==> config.mk <==
export PLATFORM = sky130hd
export DESIGN_NAME = suspend_sync_ctrl
export DESIGN_NICKNAME = d
export VERILOG_FILES = /design/src/rtl/suspend_sync_ctrl.sv
export SDC_FILE = /design/constraint.sdc
export NUM_CORES = 1
export LEC_CHECK = 0
export BUFFER_PORTS_ARGS = -buffer_cell sky130_fd_sc_hd__buf_2
export CORE_MARGIN = 1.5
export CORE_UTILIZATION = 35
export CTS_CLUSTER_SIZE = 12
export DETAILED_ROUTE_END_ITERATION = 10
export GPL_ROUTABILITY_DRIVEN = 1
export SLEW_MARGIN = 10
export SYNTH_ARGS = -nofsm -noshare
export SYNTH_HDL_FRONTEND = slang
export SYNTH_SLANG_ARGS = --single-unit
==> constraint.sdc <==
create_clock -name clk -period 2.7 [get_ports clk]
set_clock_uncertainty 0.2 [all_clocks]
set_input_delay 0.54 -clock clk [delete_from_list [all_inputs] [get_ports clk]]
set_output_delay 0.54 -clock clk [all_outputs]
set_load 0.02 [all_outputs]
==> src/rtl/suspend_sync_ctrl.sv <==
// rtl/suspend_sync_ctrl.sv - multi-channel suspend request/acknowledge handshake controller
// Optional REQ-state timeout is enabled by defining SUSPEND_SYNC_TIMEOUT_EN.
module suspend_sync_ctrl #(
    parameter int NCH            = 4,
    parameter int SYNC_STAGES    = 2,
    parameter int TIMEOUT_CYCLES = 1024,
    parameter int TIMEOUT_W      = 16
) (
    input  logic           clk,
    input  logic           rst_n,
    input  logic           suspend_in,
    input  logic [NCH-1:0] ch_en,
    input  logic [NCH-1:0] sack,
    output logic [NCH-1:0] sreq,
    output logic           suspend_ok,
    output logic           wake_done,
    output logic           timeout_err,
    output logic [1:0]     state
);

    localparam logic [1:0] ST_IDLE    = 2'd0;
    localparam logic [1:0] ST_REQ     = 2'd1;
    localparam logic [1:0] ST_SUSP    = 2'd2;
    localparam logic [1:0] ST_RELEASE = 2'd3;

    if (NCH < 1 || NCH > 16 || SYNC_STAGES < 2 || SYNC_STAGES > 4 ||
        TIMEOUT_CYCLES < 2 || TIMEOUT_W < 1 ||
        ((TIMEOUT_CYCLES - 1) >> TIMEOUT_W) != 0) begin : g_bad_params
        $error("suspend_sync_ctrl: parameter out of range");
    end

    logic [SYNC_STAGES-1:0][NCH-1:0] sync_q;
    logic [NCH-1:0]                  sack_s;
    logic [NCH-1:0]                  mask;
    logic [NCH-1:0]                  mask_nx;
    logic [1:0]                      state_nx;
    logic                            all_ack;
    logic                            none_ack;
    logic                            timeout_hit;

    // Plain flop chain: the acknowledges come from other clock domains.
    always_ff @(posedge clk or negedge rst_n) begin
        if (!rst_n) begin
            sync_q <= '0;
        end else begin
            sync_q <= {sync_q[SYNC_STAGES-2:0], sack};
        end
    end

    assign sack_s   = sync_q[SYNC_STAGES-1];
    assign all_ack  = (sack_s & mask) == mask;
    assign none_ack = (sack_s & mask) == '0;

    // Request withdrawal beats timeout, timeout beats a completing acknowledge.
    always_comb begin
        state_nx = state;
        mask_nx  = mask;
        case (state)
            ST_IDLE: begin
                if (suspend_in && (ch_en != '0)) begin
                    state_nx = ST_REQ;
                    mask_nx  = ch_en;
                end
            end
            ST_REQ: begin
                if (!suspend_in || timeout_hit) begin
                    state_nx = ST_RELEASE;
                end else if (all_ack) begin
                    state_nx = ST_SUSP;
                end
            end
            ST_SUSP: begin
                if (!suspend_in) begin
                    state_nx = ST_RELEASE;
                end
            end
            ST_RELEASE: begin
                if (none_ack) begin
                    state_nx = ST_IDLE;
                end
            end
            default: state_nx = ST_IDLE;
        endcase
    end

    // Outputs are registered from the next state so they line up with STATE.
    always_ff @(posedge clk or negedge rst_n) begin
        if (!rst_n) begin
            state      <= ST_IDLE;
            mask       <= '0;
            sreq       <= '0;
            suspend_ok <= 1'b0;
            wake_done  <= 1'b0;
        end else begin
            state      <= state_nx;
            mask       <= mask_nx;
            sreq       <= (state_nx == ST_REQ || state_nx == ST_SUSP) ? mask_nx : '0;
            suspend_ok <= (state_nx == ST_SUSP);
            wake_done  <= (state == ST_RELEASE) && (state_nx == ST_IDLE);
        end
    end

`ifdef SUSPEND_SYNC_TIMEOUT_EN
    logic [TIMEOUT_W-1:0] to_cnt;

    assign timeout_hit = (state == ST_REQ) && (to_cnt == TIMEOUT_W'(TIMEOUT_CYCLES - 1));

    always_ff @(posedge clk or negedge rst_n) begin
        if (!rst_n) begin
            to_cnt      <= '0;
            timeout_err <= 1'b0;
        end else if (state == ST_IDLE && state_nx == ST_REQ) begin
            to_cnt      <= '0;
            timeout_err <= 1'b0;
        end else if (state == ST_REQ) begin
            to_cnt <= to_cnt + 1'b1;
            if (suspend_in && timeout_hit) begin
                timeout_err <= 1'b1;
            end
        end
    end
`else
    assign timeout_hit = 1'b0;
    assign timeout_err = 1'b0;
`endif

endmodule
## Word-level counts from Yosys, hierarchy flattened

Cells that the tools add are included.
Widths: inputs -> output; s select.

- Equal/unequal tests: 6
- Multiplexer cells: 9
- Bitwise gates (word level): 1
- Reductions and logical operators: 7

Operator list:

| operator | count |
|---|---|
| $mux 4 | 3 |
| $mux 2 | 5 |
| $pmux 2 s4 | 1 |
| $eq 2x2->1 const B | 3 |
| $and 4x4->4 | 1 |
| $eq 2x1->1 const B | 2 |
| $eq 4x4->1 | 1 |
| $logic_not 2->1 | 2 |
| $logic_not 4->1 | 1 |
| $reduce_bool 4->1 | 1 |
| $logic_and 1x1->1 | 2 |
| $logic_or 1x1->1 | 1 |

- Bits in registers: 20
- Bits of input ports: 11
- Output and inout port bits: 9
- Logic and storage cells: 30

## Longest topological paths before layout

- Depth in word-level cells: 8
- Depth in mapped cells: 7
- Mapped depth without buffers: 6

## Worst setup path after synthesis

OpenSTA, ideal clock, no wires.

- Path type: flip-flop to flip-flop
- From: register state[1]
- To: register sreq[1]
- Data arrival time: 1.688 ns
- Required time: 2.427 ns
- Setup slack: 0.739 ns
- Stages on the path, launching flop included: 8
- Path through: dfrtp_1 clkbuf_1 nor3_1 a21oi_1 o311ai_0 a21o_1 ha_1 nor2b_1

- Cells in the longest elaborated chain, start to end: 6

RTL lines:

| what | RTL line | text |
|---|---|---|
| start: declaration | 18 | `output logic [1:0] state` |
| start signal: assignment | 95 | `state <= state_nx;` |
| $mux 2 | 68 | `end else if (all_ack) begin` |
| $mux 2 | 66 | `if (!suspend_in \|\| timeout_hit) begin` |
| $pmux 2 s4 | 58 | `case (state)` |
| $eq 2x1->1 or $eq 2x2->1 (tied branches) | 97 | `sreq <= (state_nx == ST_REQ \|\| state_nx == ST_SUSP) ? mask_nx : '0;` |
| $logic_or 1x1->1 | 97 |  |
| $mux 4 * | 97 |  |
| end signal: assignment | 97 |  |
| end: declaration | 14 | `output logic [NCH-1:0] sreq,` |

Every way passes the cells marked *; elsewhere a longest branch is shown, timed or not.

## Worst setup path after layout

- From: register mask[0]
- To: register sreq[2]

- Cells in the longest elaborated chain, start to end: 8

RTL lines:

| what | RTL line | text |
|---|---|---|
| start: declaration | 34 | `logic [NCH-1:0] mask;` |
| start signal: assignment | 96 | `mask <= mask_nx;` |
| $and 4x4->4 | 51, 52 |  |
| $eq 4x4->1 | 51 | `assign all_ack = (sack_s & mask) == mask;` |
| $mux 2 | 68 |  |
| $mux 2 | 66 |  |
| $pmux 2 s4 * | 58 |  |
| $eq 2x1->1 or $eq 2x2->1 (tied branches) | 97 |  |
| $logic_or 1x1->1 * | 97 |  |
| $mux 4 * | 97 |  |

Marks and branches as above.

==> results.sh <==
export IMPL_power_mw=1.03
export IMPL_r2r_start="mask[0]"
export IMPL_worst_r2r_path_depth=6
export IMPL_reg2reg_to="sreq[2]"
export IMPL_hold_violations=0
export IMPL_powerDensity_nw_per_um2=1090
export IMPL_place_congestion=0.804
export IMPL_worst_ir_drop_vdd_mv=0.390
export IMPL_period_share_pct=76.7
export IMPL_path_delay_family="compound AO/OA/AOI/OAI gates"
export IMPL_rsz0062_at_grt="no"
export IMPL_route_vias_total=520
export IMPL_drc_errors=0
export IMPL_finalMaxSlewViolations=0
export IMPL_cts_clk_slew_worst_paths_ps=110
export IMPL_worst_slew_pin_slew_ps=526
export IMPL_portBuffers=18
export IMPL_cp_cell_sequence="nand2b_1 -> o2111ai_1 -> o311ai_0 -> a21o_1 -> ha_1 -> nor2b_1"
export IMPL_worstPathArrival_ps=2090
export IMPL_synthAdderAreaFrac_pct=3.15
export IMPL_ff2ff_setup_slack_ps=630
export IMPL_avgSynthCellArea_um2=13.7
export IMPL_cts_setup_buffers=0
export IMPL_drive_gt1_share_pct=35.9
export IMPL_die_h_um=50.6
export IMPL_ys_seq_area_share_pct=63.1
export IMPL_cp_num_buf_inv=0
export IMPL_finalSetupTns_ps=0
export IMPL_pwr_share_seq_pct=44.3
export IMPL_cp_slowest_cell="o311ai_0"
export IMPL_die_area_um2=2560
export IMPL_cp_max_fo=4
export IMPL_yosysWarningCount=0
export IMPL_die_w_um=50.6
export IMPL_synth_simple_area_share_pct=16.9
export IMPL_synth_mux_area_fraction_pct=7.10
export IMPL_grt_pass1_wl_um=2200
export IMPL_status="complete, no violations"
export IMPL_cts_num_sinks=20
export IMPL_core_area_um2=2170
export IMPL_cts_htree_levels=1
export IMPL_wire_per_inst_um=11.7
export IMPL_period_needed_ps=2070
export IMPL_synth_distinct_cells=24
export IMPL_grt_pass1_vias=458
export IMPL_cp_depth=6
export IMPL_diodes=0
export IMPL_path_class="register to register"
export IMPL_postRouteAntennaNets=0
export IMPL_final_nets=93
export IMPL_grtUsageTotal_pct=11.6
export IMPL_synthFlopType="dfrtp_1"
export IMPL_cts_resized=0
export IMPL_grt_max_degree=21
export IMPL_postSynthCellCount=58
export IMPL_power_switching_mw=0.385
export IMPL_n_fill_cell=210
export IMPL_swShare_pct=37.4
export IMPL_antenna_found_initial=0
export IMPL_cp_slowest_stage_delay_ps=540
export IMPL_synth_edf_count=0
export IMPL_power_frac_clock_pct=13.4
export IMPL_syn_to_final_growth_pct=18.5
export IMPL_crit_end="sreq[2]"
export IMPL_worstPathRequired_ps=2720
export IMPL_maxCapViolations=0
export IMPL_async_flop_share_pct=100
export IMPL_end_kind="register"
export IMPL_hold_path_class="primary input to register"
export IMPL_slew_headroom_pct=64.5
export IMPL_timing_fmax_mhz=483
export IMPL_root_buffer="clkbuf_4"
export IMPL_start_util_pct=36.6
export IMPL_postRouteWirelength_um=1240
export IMPL_hpwlAfterDp_um=959
export IMPL_netlist_area_um2=793
export IMPL_synth_seq_cells=20
export IMPL_cts_tree="built"
export IMPL_clock_latency_ps=300
export IMPL_p_leak_nw=0.471
export IMPL_combPwrFrac_pct=42.3
export IMPL_synth_top_family_by_area="simple AND/OR/NAND/NOR gates"
export IMPL_yosys_area_share_xor_xnor_pct=0
export IMPL_setup_violations=0
export IMPL_syn_nets=71
export IMPL_drt_iter0_markers=11
export IMPL_final_util_pct=43.3
export IMPL_gr_total_overflow=0
export IMPL_ios=20
export IMPL_worstSetupStartpointType="register"
export IMPL_avgViaCountPerCell=4.91
export IMPL_rows=17
export IMPL_power_internal_mw=0.644
export IMPL_cts_buffers=3
export IMPL_clockBufferDepth=2
export IMPL_synth_compound_area_share_pct=7.41
export IMPL_holdBufCountCts=1
export IMPL_cp_startpoint="mask[0]"
export IMPL_firstDrtPassIters=4
==> cell usage after synthesis (all sizes together) (2+ instances only) <==
cell / count / share of area, %
ha: 2 / 3.2
nand2b: 3 / 2.4
nand2: 5 / 2.4
nor2b: 6 / 6.6
mux2: 4 / 7.1
a22oi: 2 / 1.9
dfrtp: 20 / 63
a21oi: 2 / 1.3
==> per-layer routing <==
layer	GRT usage, %	vias up	share of wire (%)
li1	-	244	-
met1	15.5	249	45
met2	17.3	25	47
met3	2.98	2	6.4
met4	6.31	0	1.7
met5	0	-	0
==> worst min-delay path by stage <==
stage               from         to  slack, ps  depth (start not counted)
2_1_floorplan      rst_n    mask[0]         40                          0
3_3_place_gp   sync_q[3]  sack_s[3]        130                          0
3_5_place_dp   sync_q[2]  sack_s[2]        140                          0
4_1_cts          sack[0]  sync_q[0]        140                          1
5_1_grt          sack[1]  sync_q[1]        110                          1
6_report         sack[2]  sync_q[2]        140                          1
==> layout by cell type (no fill, tap or decap), drive strengths merged, types with 2 or more instances in the layout <==
master,instances
dfrtp,20
buf,18
nor2b,6
nand2,5
mux2,4
nand2b,3
clkbuf,3
a22oi,2
a21oi,2
ha,2
==> power by group through the flow <==
stage                     logic [mW]  clock network [mW]  registers, mW
final                          0.435               0.138          0.456
after global routing           0.483               0.164          0.471
after CTS                      0.441               0.141          0.456
after detailed placement       0.436                   0          0.464
after global placement         0.433                   0          0.460
after floorplan                0.288                   0          0.494
==> stage by stage <==
step,std cells,hold slack (ps),area (um2),setup slack [ps]
finish,106,137,940,629
global placement,102,133,907,615
detailed placement,102,136,907,496
floorplan,58,44.4,793,739
global route,106,107,940,513
CTS,106,137,940,625
==> cell type report <==
class,instances,area [um2],share of cell area [%]
repair buffers,19,100,10.7
multi-input cells,35,278,29.6
flip-flops and latches,20,500,53.3
clock buffers,3,22.5,2.40
well taps,28,35.0,3.73
inverters,1,3.75,0.399
==> cell families after synthesis <==
group                      Yosys count
muxes                                4
adders and majority gates            2
and+or+nand+nor                     20
other                                1
buffers and inverters                3
DFF                                 20
AOI/OAI and AO/OA                    8
==> worst reg2reg max path, cell delays in order (launching register included) <==
cell and delay [ps]:
dfrtp_1 420, nand2b_1 80, o2111ai_1 160, o311ai_0 540
a21o_1 170, ha_1 290, nor2b_1 150
==> registers in the layout, summed over array words and instances, names as in the netlist <==
signal and count:
mask 4, sack_s 4, sreq 4, sync_q 4, state 2, suspend_ok 1, wake_done 1
Power figures use the tool's default switching activity.
